===== src/rtl/lif_seq_pkg.sv =====
// Shared definitions for the LIF/PWM tile setup sequencer: opcodes, header
// field widths and the sequencer state encoding.
package lif_seq_pkg;

    localparam int unsigned OP_W  = 3;
    localparam int unsigned LEN_W = 5;

    localparam logic [OP_W-1:0] OP_INPUTS    = 3'b000;
    localparam logic [OP_W-1:0] OP_WEIGHTS   = 3'b001;
    localparam logic [OP_W-1:0] OP_THRESHOLD = 3'b010;
    localparam logic [OP_W-1:0] OP_BIAS      = 3'b011;
    localparam logic [OP_W-1:0] OP_SHIFT     = 3'b100;
    localparam logic [OP_W-1:0] OP_STREAM    = 3'b101;
    localparam logic [OP_W-1:0] OP_BATCHNORM = 3'b110;
    localparam logic [OP_W-1:0] OP_RUN       = 3'b111;

    typedef enum logic [2:0] {
        S_IDLE,
        S_WAIT,
        S_SETUP,
        S_STROBE,
        S_HOLD,
        S_EXEC,
        S_DRAIN
    } state_e;

    // Streaming mode is never emitted by this sequencer, so it is not a setup op.
    function automatic logic is_setup_op(input logic [OP_W-1:0] op);
        case (op)
            OP_INPUTS, OP_WEIGHTS, OP_THRESHOLD,
            OP_BIAS, OP_SHIFT, OP_BATCHNORM: return 1'b1;
            OP_STREAM, OP_RUN:               return 1'b0;
            default:                         return 1'b0;
        endcase
    endfunction

endpackage


===== src/rtl/lif_seq_spike_counter.sv =====
// Counts tile spikes during a RUN: spike_in is sampled one cycle after each
// execute cycle into an 8-bit saturating counter, cleared when a RUN starts.
module lif_seq_spike_counter (
    input  logic       clk,
    input  logic       reset,
    input  logic       abort,
    input  logic       start,
    input  logic       execute,
    input  logic       spike_in,
    output logic [7:0] spike_count
);

    logic       smp_q, smp_d;
    logic [7:0] count_q, count_d;

    always_comb begin
        smp_d   = execute & ~abort;
        count_d = count_q;
        if (start) begin
            count_d = '0;
        end else if (smp_q && spike_in && count_q != 8'hFF) begin
            count_d = count_q + 8'd1;
        end
    end

    always_ff @(posedge clk) begin
        if (reset) begin
            smp_q   <= 1'b0;
            count_q <= '0;
        end else begin
            smp_q   <= smp_d;
            count_q <= count_d;
        end
    end

    assign spike_count = count_q;

endmodule


===== src/rtl/lif_setup_sequencer.sv =====
// Byte-command sequencer driving the neuron tile setup bus and execute enable.
// Define LIF_SEQ_SPIKE_COUNT_EN to include the RUN spike counter.
module lif_setup_sequencer
    import lif_seq_pkg::*;
#(
    parameter int unsigned SYNC_HIGH = 1
) (
    input  logic       clk,
    input  logic       reset,
    input  logic       abort,
    input  logic [7:0] cmd_data,
    input  logic       cmd_valid,
    output logic       cmd_ready,
    output logic [7:0] setup_data,
    output logic [2:0] setup_control,
    output logic       setup_sync,
    output logic       execute,
    input  logic       spike_in,
    output logic       busy,
    output logic       done,
    output logic       error,
    output logic [7:0] spike_count
);

    state_e           state_q, state_d;
    logic [OP_W-1:0]  op_q, op_d;
    logic [LEN_W-1:0] cnt_q, cnt_d;
    logic [1:0]       stb_q, stb_d;
    logic [7:0]       setup_data_q, setup_data_d;
    logic [2:0]       setup_control_q, setup_control_d;
    logic             setup_sync_q, setup_sync_d;
    logic             execute_q, execute_d;
    logic             cmd_ready_q, cmd_ready_d;
    logic             busy_q, busy_d;
    logic             done_q, done_d;
    logic             error_q, error_d;

    logic             accept;
    logic [OP_W-1:0]  hdr_op;
    logic [LEN_W-1:0] hdr_len;

    // Abort masks acceptance so a byte offered alongside it is never consumed.
    assign accept  = cmd_valid & cmd_ready_q & ~abort;
    assign hdr_op  = cmd_data[7:5];
    assign hdr_len = cmd_data[4:0];

    always_comb begin
        state_d         = state_q;
        op_d            = op_q;
        cnt_d           = cnt_q;
        stb_d           = stb_q;
        setup_data_d    = setup_data_q;
        setup_control_d = setup_control_q;
        setup_sync_d    = setup_sync_q;
        execute_d       = execute_q;
        cmd_ready_d     = cmd_ready_q;
        busy_d          = busy_q;
        done_d          = 1'b0;
        error_d         = error_q;

        if (abort) begin
            state_d         = S_IDLE;
            op_d            = '0;
            cnt_d           = '0;
            stb_d           = '0;
            setup_data_d    = '0;
            setup_control_d = '0;
            setup_sync_d    = 1'b0;
            execute_d       = 1'b0;
            cmd_ready_d     = 1'b1;
            busy_d          = 1'b0;
            error_d         = 1'b0;
        end else begin
            case (state_q)
                S_IDLE: if (accept) begin
                    if (hdr_op == OP_RUN) begin
                        cnt_d       = hdr_len;
                        state_d     = S_EXEC;
                        execute_d   = 1'b1;
                        cmd_ready_d = 1'b0;
                        busy_d      = 1'b1;
                    end else if (is_setup_op(hdr_op)) begin
                        op_d    = hdr_op;
                        cnt_d   = hdr_len;
                        state_d = S_WAIT;
                        busy_d  = 1'b1;
                    end else begin
                        error_d = 1'b1;
                    end
                end
                S_WAIT: if (accept) begin
                    setup_data_d    = cmd_data;
                    setup_control_d = op_q;
                    cmd_ready_d     = 1'b0;
                    state_d         = S_SETUP;
                end
                S_SETUP: begin
                    state_d      = S_STROBE;
                    setup_sync_d = 1'b1;
                    stb_d        = 2'(SYNC_HIGH - 1);
                end
                S_STROBE: begin
                    if (stb_q == '0) begin
                        state_d      = S_HOLD;
                        setup_sync_d = 1'b0;
                    end else begin
                        stb_d = stb_q - 2'd1;
                    end
                end
                S_HOLD: begin
                    cmd_ready_d = 1'b1;
                    if (cnt_q == '0) begin
                        state_d         = S_IDLE;
                        setup_data_d    = '0;
                        setup_control_d = '0;
                        busy_d          = 1'b0;
                    end else begin
                        cnt_d   = cnt_q - 5'd1;
                        state_d = S_WAIT;
                    end
                end
                S_EXEC: begin
                    if (cnt_q == '0) begin
                        state_d   = S_DRAIN;
                        execute_d = 1'b0;
                    end else begin
                        cnt_d = cnt_q - 5'd1;
                    end
                end
                S_DRAIN: begin
                    state_d     = S_IDLE;
                    cmd_ready_d = 1'b1;
                    busy_d      = 1'b0;
                    done_d      = 1'b1;
                end
                default: begin
                    state_d     = S_IDLE;
                    cmd_ready_d = 1'b1;
                    busy_d      = 1'b0;
                end
            endcase
        end
    end

    always_ff @(posedge clk) begin
        if (reset) begin
            state_q         <= S_IDLE;
            op_q            <= '0;
            cnt_q           <= '0;
            stb_q           <= '0;
            setup_data_q    <= '0;
            setup_control_q <= '0;
            setup_sync_q    <= 1'b0;
            execute_q       <= 1'b0;
            cmd_ready_q     <= 1'b1;
            busy_q          <= 1'b0;
            done_q          <= 1'b0;
            error_q         <= 1'b0;
        end else begin
            state_q         <= state_d;
            op_q            <= op_d;
            cnt_q           <= cnt_d;
            stb_q           <= stb_d;
            setup_data_q    <= setup_data_d;
            setup_control_q <= setup_control_d;
            setup_sync_q    <= setup_sync_d;
            execute_q       <= execute_d;
            cmd_ready_q     <= cmd_ready_d;
            busy_q          <= busy_d;
            done_q          <= done_d;
            error_q         <= error_d;
        end
    end

    assign cmd_ready     = cmd_ready_q;
    assign setup_data    = setup_data_q;
    assign setup_control = setup_control_q;
    assign setup_sync    = setup_sync_q;
    assign execute       = execute_q;
    assign busy          = busy_q;
    assign done          = done_q;
    assign error         = error_q;

`ifdef LIF_SEQ_SPIKE_COUNT_EN
    logic run_start;
    assign run_start = accept && (state_q == S_IDLE) && (hdr_op == OP_RUN);

    lif_seq_spike_counter u_spike_counter (
        .clk         (clk),
        .reset       (reset),
        .abort       (abort),
        .start       (run_start),
        .execute     (execute_q),
        .spike_in    (spike_in),
        .spike_count (spike_count)
    );
`else
    logic unused_spike_in;
    assign unused_spike_in = spike_in;
    assign spike_count     = '0;
`endif

endmodule


===== config.mk =====
export PLATFORM = sky130hd
export DESIGN_NAME = lif_setup_sequencer
export DESIGN_NICKNAME = d
export VERILOG_FILES = /design/src/rtl/lif_seq_pkg.sv /design/src/rtl/lif_seq_spike_counter.sv /design/src/rtl/lif_setup_sequencer.sv
export SDC_FILE = /design/constraint.sdc
export NUM_CORES = 1
export LEC_CHECK = 0
export CELL_PAD_IN_SITES_DETAIL_PLACEMENT = 1
export CELL_PAD_IN_SITES_GLOBAL_PLACEMENT = 2
export CORE_UTILIZATION = 25
export CTS_BUF_LIST = sky130_fd_sc_hd__clkbuf_16
export DETAILED_ROUTE_END_ITERATION = 7
export GPL_TIMING_DRIVEN = 1
export HOLD_SLACK_MARGIN = 0.15
export PLACE_DENSITY = 0.81
export SYNTH_ARGS = -nofsm -noshare
export SYNTH_HDL_FRONTEND = slang
export SYNTH_SLANG_ARGS = --single-unit

===== constraint.sdc =====
create_clock -name clk -period 1.8 [get_ports clk]
set_input_delay 0.36 -clock clk [delete_from_list [all_inputs] [get_ports clk]]
set_output_delay 0.36 -clock clk [all_outputs]
set_load 0.01 [all_outputs]

# --- Yosys cells after proc, flatten, opt, wreduce, memory -nomap -nowiden ---
# Memory sizes are Yosys's and may differ from the RTL's.
# Index checks and enable logic that the tools add are counted.
totals:
  n_memories: 1
  romBits: 8
  regBits: 30
  in_bits: 13
  elab_cells: 99
  output_inout_bits: 25
memory_table:
  columns: ["memory", "words", "width", "read_ports", "rd_ports_with_merged_regs", "write_ports", "line", "source"]
  rows:
  - ["(no name shown)", 8, 1, 1, 0, 0, "lif_seq_pkg.sv:29", "case (op)"]
classes:
  n_eq_ne: 16
  mux: 40
  reduce_logical: 21
  bitwise: 7
  addsub: 2
op_table:
  columns: ["operator", "count"]
  rows:
  - ["3-bit 2-to-1 mux", 8]
  - ["4-bit AND reduction", 6]
  - ["5-bit 2-to-1 mux", 4]
  - ["3-bit one-hot mux with 6 select lines", 1]
  - ["1-bit 2-to-1 mux", 16]
  - ["8-bit 2-to-1 mux", 2]
  - ["2-bit inequality test (second input constant)", 8]
  - ["8-bit one-hot mux with 2 select lines", 1]
  - ["3-bit == test (second input constant)", 4]
  - ["5-bit one-hot mux with 2 select lines", 1]
  - ["2-bit nonzero test", 4]
  - ["3-bit by 2-bit == test with 1-bit output (second input constant)", 2]
  - ["1-bit one-hot mux with 3 select lines", 2]
  - ["3-bit one-hot mux with 2 select lines", 1]
  - ["5-bit zero test", 1]
  - ["1-bit NOT", 5]
  - ["5-bit AND reduction", 1]
  - ["5-bit by 1-bit subtractor with 5-bit output (second input constant)", 1]
  - ["1-bit one-hot mux with 2 select lines", 2]
  - ["2-bit one-hot mux with 2 select lines", 1]
  - ["2-bit AND reduction", 2]
  - ["2-bit OR reduction", 2]
  - ["4-bit OR reduction", 1]
  - ["3-bit by 1-bit == test with 1-bit output (second input constant)", 1]
  - ["other kinds (8)", 9]

# --- Depth between registers and ports, before layout ---
# Gate-level depths: netlist of the first run.
logic_depth:
  depth_word: 9
  ltp_mapped: 7
  mapped_depth_nobuf: 6

# --- Least setup slack after synthesis of the first run ---
# Ideal clock, no wire load.
synth_timing:
  path_type: "reg2reg"
  startpoint: "register cnt_q[0]"
  endpoint: "register setup_control_q[0] (netlist: setup_control[0])"
  t_required_ns: 1.680
  path_stages_with_launch: 8
  slack_ns: 0.126
  t_arrival_ns: 1.554
  path_cell_list: "dfxtp_1 > inv_1 > ha_1 > or4b_4 > nor3_4 > o21bai_2 > buf_6 > mux2i_1"
synth_between:
  elab_chain_cells: 3
synth_rtl:
  columns: ["element", "line", "source"]
  rows:
  - ["start, declared", "lif_setup_sequencer.sv:27", "logic [LEN_W-1:0] cnt_q, cnt_d;"]
  - ["start signal, assigned", "lif_setup_sequencer.sv:162", "cnt_q <= cnt_d;"]
  - ["5-bit zero test", "lif_setup_sequencer.sv:112", "if (cnt_q == '0) begin"]
  - ["2-bit inequality test (no source line)", null, null]
  - ["3-bit AND reduction (no source line)", null, null]
  - ["end signal, assigned", "lif_setup_sequencer.sv:165", "setup_control_q <= setup_control_d;"]
  - ["end, declared", "lif_setup_sequencer.sv:30", "logic [2:0] setup_control_q, setup_control_d;"]
# Every way passes these cells.
# A chain may end at the register's enable or synchronous reset.

# --- Worst setup path after layout of the first run ---
layout_timing:
  startpoint: "register cnt_q[0]"
  endpoint: "register cnt_q[1]"
layout_between:
  elab_chain_cells: 3
  elab_cells_between_ends: 6
  cone_classes: "1 x add/sub; 1 x eq/ne; 2 x mux; 2 x reduce/logical"
layout_rtl:
  columns: ["element"]
  rows:
  - ["5-bit by 1-bit subtractor with 5-bit output or 5-bit zero test (tied branches)"]
  - ["5-bit 2-to-1 mux or 2-bit inequality test (tied branches)"]
  - ["5-bit one-hot mux with 2 select lines or 4-bit AND reduction (tied branches)"]
# Several ways; a longest one is shown, not always the timed one. The select of a mux whose other input is x is not followed.

==> metrics.cfg, run 1 <==
[worst_setup_path]
cp.arrival_ps = 1880
endpoint_kind = flop
required_ps = 1960
cp-start-kind = flop
startpoint = cnt_q[0]$_SDFFE_PP0P_
crit_path_max_fanout = 4
r2r-start = cnt_q[0]$_SDFFE_PP0P_
critPathKind = reg2reg

[sta]
clock_skew_ps = 3.661
layout_worst_path_cycle_share_pct = 95.46
slew_viol_final = 0
rsz0062_at_grt = no
setup_ws_ps = 81.79
fmax_mhz = 582.0
setup_viol = 0
hold_violations = 0
fin_crit_ps = 1718

[clock_network]
cts_hold_buffers = 0
cts_made_buffers = 5
worstSkewPairLatency_ps = 280
cts_buffer_depth = 2
clock_sinks = 30
path_clk_slew_ps = 50
htreeDepth = 2
root_buffer = clkbuf_16
cts_tree = yes

[routing]
drc_errors = 0
wl_per_cell_um = 13.01
post_drt_via_cell_ratio = 4.688
drt_first_pass_iters = 4
finalWirelength_mm = 3.878
dr.first_iter.drc_count = 62
wl_met1_mm = 1.821
top_layer = met4
dr_total_vias = 1397
drtAntennaViolNets = 0
route.met3.wl_um = 149
wl_met2_mm = 1.790

[power]
switchingPower_uw = 378.6
comb_power_share_pct = 10.4
p_clk_share_pct = 48.0
total_power_mw = 1.633
ir_worst_vdd_uv = 331.4
internal_power_mw = 1.254
p_seq_share_pct = 41.6
p_leak_nw = 0.8457
p_per_area_nw_per_um2 = 767.5
p_sw_share_pct = 23.19

[hold_path]
hold_start = setup_data[6]$_SDFFE_PP0P_
hold_class = reg2reg

[global_routing]
grt.overflow.total = 0
antenna_found_initial = 0
grt_start_max_net_pins = 19
first_global_vias = 1430
grtUsageTotal_pct = 13.59
grt_pass1_wl_mm = 6.479

[floorplanning]
row_count = 28
dieArea_um2 = 6397
ios = 38
die_h_um = 79.98
die_x_um = 79.98
initial_core_util_pct = 25.83
core-area_um2 = 5886

[placed_design]
gp_congestion = 0.7257
dp_hpwl_mm = 2.850
dp_slack_ps = -112.0
port_buffers = 28

[synthesis]
ys_seq_elements = 30
postSynthAreaPerCell_um2 = 8.353
synthCells = 182
synth.distinct_cells = 45
synth_edf_count = 0
yosysWarnings = 0
async_reset_ff_share_pct = 0
synth-seq-area-share_pct = 39.51
synth.cell_area_um2 = 1520
synth_flop_cell = dfxtp_1

[outcome]
status = complete, no violations

[final_layout]
nets = 237
area_delta_synth_final_pct = 39.92
final_layout_size_suffix_gt1_share_pct = 16.14
antenna_cells = 0

[job]
timing.max_cap.violations = 0

-- per-stage QoR --
step | hold WS [ps] | util [%] | cell area [um2] | setup TNS [ps] | instances
after global routing | 485.7 | 36.14 | 2127 | 0 | 298
after CTS | 464.4 | 35.76 | 2105 | 0 | 297
after floorplan | 434.4 | - | 1546 | 0 | 189
after global placement | 449.4 | 33.40 | 1966 | -960.3 | 289
final | 458.1 | 36.14 | 2127 | 0 | 298
after detailed placement | 457.3 | 33.40 | 1966 | -1215 | 289
-- sequential cells by signal (all words and copies together) (netlist names), 2 cells and up --
| name | flops |
|---|---|
| setup_control | 3 |
| state_q | 3 |
| stb_q | 2 |
| cnt_q | 5 |
| op_q | 3 |
| setup_data | 8 |
-- cell type report --
| class | count | area (um2) |
|---|---|---|
| inverter | 7 | 26.28 |
| tap | 75 | 93.84 |
| multi-input combinational | 133 | 820.8 |
| clock buffer | 5 | 125.1 |
| sequential | 30 | 603.1 |
| fill | 691 | 3759 |
| timing repair buffer | 45 | 445.4 |
| clock inverter | 3 | 12.51 |
-- metal layers --
| metal | track usage, % | vias to the layer above |
|---|---|---|
| met5 | 0 | - |
| met2 | 22.39 | 28 |
| li1 | - | 693 |
| met3 | 3.429 | 10 |
| met1 | 15.73 | 666 |
| met4 | 8.214 | 0 |
-- what timing repair did --
action,CTS,global route
gates resized for setup,1,6
pin swaps,1,2
setup buffers,0,2
endpoints found under the setup margin,1,5
-- cell families after synthesis --
logic type | count (synthesis) | share of synthesized area, %
DFF | 30 | 39.51
muxes | 12 | 7.902
buffers and inverters | 26 | 9.135
AOI/OAI and AO/OA | 35 | 15.72
adders and majority gates | 2 | 1.646
other | 1 | 0.2467
and+or+nand+nor | 76 | 25.84
-- layout by cell type (no fill, tap or decap), drive strengths merged, types with 2 or more instances in the layout --
master / instances
mux2i: 12
clkbuf: 5
nand2b: 3
and2: 3
clkdlybuf4s50: 28
o21ai: 5
ha: 2
nand2: 34
inv: 8
dfxtp: 30
nand3b: 3
a21oi: 16
nand3: 3
and3b: 2
conb: 8
o211ai: 2
and3: 2
buf: 17
o31ai: 2
nor2: 10
clkinv: 2
nor3: 7
nor3b: 2
-- Yosys cell counts, types with 2 or more instances --
| library cell | count | area (um2) |
|---|---|---|
| nand2_1 | 34 | 127.6 |
| dfxtp_1 | 30 | 600.6 |
| a21oi_1 | 16 | 80.08 |
| mux2i_1 | 12 | 120.1 |
| nor2_1 | 10 | 37.54 |
| buf_4 | 8 | 60.06 |
| clkbuf_1 | 6 | 22.52 |
| inv_1 | 6 | 22.52 |
| nor3_1 | 5 | 25.02 |
| o21ai_1 | 4 | 20.02 |
| and2_1 | 3 | 18.77 |
| buf_2 | 3 | 15.01 |
| nand2b_1 | 3 | 18.77 |
| nand3_1 | 3 | 15.01 |
| nand3b_1 | 3 | 22.52 |
| and3_1 | 2 | 12.51 |
| and3b_1 | 2 | 17.52 |
| ha_1 | 2 | 25.02 |
| nor3b_1 | 2 | 15.01 |
| o211ai_1 | 2 | 15.01 |
| o31ai_1 | 2 | 15.01 |
-- critical path, stage by stage, from the launching register on --
cell and delay (ps):
dfxtp_2 320, inv_2 70, ha_4 130, or4b_4 500, a32o_2 290, buf_4 140
o211ai_1 80, a21oi_1 80
-- path summary, 6_finish.rpt --
path / endpoint / slack, ps / depth (start not counted)
setup reg to reg: cnt_q[1]$_SDFFE_PP0P_ / 80 / 7
hold / removal: setup_data[6]$_SDFFE_PP0P_ / 460 / 2
setup / recovery: cnt_q[1]$_SDFFE_PP0P_ / 80 / 7
hold reg to reg: setup_data[6]$_SDFFE_PP0P_ / 460 / 2
-- power by group through the flow --
| stage | Sequential, mW | Clock (mW) | Combinational [mW] |
|---|---|---|---|
| floorplan | 0.692 | 0 | 0.0955 |
| CTS | 0.679 | 0.801 | 0.169 |
| detailed placement | 0.693 | 0 | 0.168 |
| global placement | 0.692 | 0 | 0.166 |
| global route | 0.680 | 0.835 | 0.185 |
| finish | 0.679 | 0.783 | 0.170 |
(Power assumes the default switching activity.)
==> inputs of run 2 (changes only) <==
--- a/config.mk
+++ b/config.mk
@@ -12,7 +12,7 @@
 export DETAILED_ROUTE_END_ITERATION = 7
 export GPL_TIMING_DRIVEN = 1
 export HOLD_SLACK_MARGIN = 0.15
-export PLACE_DENSITY = 0.81
+export PLACE_DENSITY_LB_ADDON = 0.05
 export SYNTH_ARGS = -nofsm -noshare
 export SYNTH_HDL_FRONTEND = slang
 export SYNTH_SLANG_ARGS = --single-unit
==> run 2 against run 1 <==
Clock-buffer cell count is the same; combinational power is essentially flat; worst hold slack gained 1.2 ps; flip-flop and latch count is the same; clock power grew 19%; sequential share of layout area shrank 0.31 points; largest cell class unchanged; highest routed layer unchanged.
==> metrics.cfg, run 2 (synthesis gave the netlist of run 1 again) <==
[worst_setup_path]
required_ps = 1960  ; about the same
rr_endpoint = setup_data[7]$_SDFFE_PP0P_
cp_slowest_stage_delay_ps = 510  ; about the same
critPathSlowestCell = or4b_4
cp-start-kind = flop
r2r_cells = 7  ; unchanged
crit_path_max_fanout = 11  ; +7
critPathKind = reg2reg
r2r-start = cnt_q[1]$_SDFFE_PP0P_
cp.arrival_ps = 1900  ; +20 ps
crit_chain = inv_2, ha_4, or4b_4, nor3_4, o21bai_2, buf_12, mux2i_1
rrSetupSlack_ps = 60  ; -30 ps
critPathTopFamily = simple AND/OR/NAND/NOR gates
crit_buf_inv = 2  ; unchanged
endpoint_kind = flop

[floorplanning]
core-area_um2 = 5886  ; unchanged
ios = 38  ; unchanged
die_x_um = 79.98  ; unchanged
dieArea_um2 = 6397  ; unchanged
row_count = 28  ; unchanged
die_h_um = 79.98  ; unchanged
initial_core_util_pct = 25.83  ; unchanged

[routing]
dr_total_vias = 1390  ; -0.50%
dr.first_iter.drc_count = 66  ; +6.5%
wl_per_cell_um = 14.05  ; +8.0%
post_drt_via_cell_ratio = 4.696  ; +0.17%
drt_first_pass_iters = 4  ; unchanged
drtAntennaViolNets = 0  ; unchanged
drc_errors = 0  ; unchanged
finalWirelength_mm = 4.160  ; +7.3%

[power]
switchingPower_uw = 383.9  ; +1.4%
p_sw_share_pct = 21.52  ; -1.7 points
p_per_area_nw_per_um2 = 829.5  ; +8.1%
total_power_mw = 1.784  ; +9.3%
comb_power_share_pct = 9.4  ; -1.0 points
p_seq_share_pct = 38.1  ; -3.5 points
p_leak_nw = 0.8413  ; -0.52%
internal_power_mw = 1.400  ; +12%
ir_worst_vdd_uv = 397.8  ; +20%
p_clk_share_pct = 52.4  ; +4.4 points

[final_layout]
stdcell_area_um2 = 2151  ; +1.1%
final_util_pct = 36.54  ; +0.40 points
area_delta_synth_final_pct = 41.48
antenna_cells = 0  ; unchanged
fill_cells = 699  ; +1.2%
multi_input_area_um2 = 832.0  ; +1.4%
nets = 235  ; -0.84%
seqCellArea_um2 = 603.1  ; unchanged
final_cell_mix = nand2_1 (34), dfxtp_1 (28), clkdlybuf4s50_1 (28)
final_layout_size_suffix_gt1_share_pct = 16.29  ; +0.15 points
final_common_cell = nand2_1
largest_reg_flops = 8  ; unchanged
final_cells = 296  ; -0.67%

[sta]
slew_viol_final = 0  ; unchanged
setup_ws_ps = 55.45  ; -26.34 ps
setup_viol = 0  ; unchanged
hold_violations = 0  ; unchanged
setup_tns_ps = 0  ; unchanged
fin_crit_ps = 1745  ; +26.34 ps
rsz0062_at_grt = yes
fmax_mhz = 573.2  ; -1.5%
layout_worst_path_cycle_share_pct = 96.92  ; +1.5 points
clock_skew_ps = 4.091  ; +0.4304 ps
hold_slack_ps = 459.3  ; +1.225 ps

[placed_design]
gp_congestion = 0.7159  ; -1.4%
dp_cells = 287  ; -0.69%
dp_slack_ps = -184.9  ; -72.85 ps
dp_hpwl_mm = 3.051  ; +7.0%
place_area_um2 = 1951  ; -0.76%
port_buffers = 28  ; unchanged

[global_routing]
grt.overflow.total = 0  ; unchanged
first_global_vias = 1422  ; -0.56%
grt_start_max_net_pins = 19  ; unchanged
grtUsageTotal_pct = 14.17  ; +0.58 points
grt_pass1_wl_mm = 6.768  ; +4.5%
antenna_found_initial = 0  ; unchanged

[clock_network]
worstSkewPairLatency_ps = 270  ; about the same
cts_buffer_depth = 2  ; unchanged
root_buffer = clkbuf_16
cts_tree = yes
clock_sinks = 30  ; unchanged
htreeDepth = 2  ; unchanged
cts_made_buffers = 5  ; unchanged
path_clk_slew_ps = 50  ; about the same

[hold_path]
hold_class = reg2reg
hold_start = op_q[1]$_SDFFE_PP0P_
hold-path-cell-count = 2  ; unchanged
hold_end = setup_control[1]$_SDFFE_PP0P_

[job]
timing.max_cap.violations = 0  ; unchanged

[outcome]
status = complete, no violations

==> run 2: cell count changes in the layout (fill, tap and decap cells not counted), sizes merged <==
cell	before	now
buf	17	15
bufinv	0	1
inv	8	7
==> run 2: layout make-up <==
class / count / area share [%]
multi-input cells: 133 / 38.69
repair buffers: 43 / 20.01
flip-flops and latches: 30 / 28.04
clock inverters: 3 / 1.862
clock buffers: 5 / 5.817
inverters: 7 / 1.222
well taps: 75 / 4.363
==> run 2: tightest hold or removal path, cell delays in order, from the launching register on <==
cell	delay, ps
dfxtp_1	310
nand2_1	50
mux2i_1	50
==> run 2: timing repair <==
item                                    4_1_cts  5_1_grt
setup buffers                                 0        1
hold buffers                                  0        0
pin swaps                                     0        3
endpoints found under the setup margin        1       16
endpoints found under the hold margin         0        0
gates resized for setup                       1        7
==> run 2: worst max-delay path by stage <==
stage | from | endpoint | slack, ps | cells after the start
4_1_cts | cnt_q[0]$_SDFFE_PP0P_ | setup_data[7]$_SDFFE_PP0P_ | 10 | 7
3_5_place_dp | abort | cnt_q[0]$_SDFFE_PP0P_ | -180 | 5
6_report | cnt_q[1]$_SDFFE_PP0P_ | setup_data[7]$_SDFFE_PP0P_ | 60 | 7
3_3_place_gp | abort | setup_data[2]$_SDFFE_PP0P_ | -130 | 6
2_1_floorplan | cnt_q[0]$_SDFFE_PP0P_ | setup_control[0]$_SDFFE_PP0P_ | 130 | 7
5_1_grt | cnt_q[1]$_SDFFE_PP0P_ | setup_data[4]$_SDFFE_PP0P_ | -30 | 7
==> run 2: per-layer routing <==
| layer | GRT usage, % | part of all wire (%) | up-vias | wire, um |
|---|---|---|---|---|
| met3 | 3.429 | 3.0 | 5 | 123 |
| met1 | 17.39 | 47 | 673 | 1947 |
| met4 | 4.821 | 1.4 | 0 | 60 |
| met5 | 0 | 0 | - | 0 |
| met2 | 24.02 | 49 | 24 | 2029 |
| li1 | - | - | 688 | - |
==> run 2: power groups by stage <==
stage	Clock (mW)	Combinational [mW]	Sequential, mW
detailed placement	0	0.164	0.694
global placement	0	0.162	0.693
CTS	0.961	0.166	0.679
finish	0.935	0.168	0.680
global route	0.993	0.184	0.681
floorplan	0	0.0955	0.692
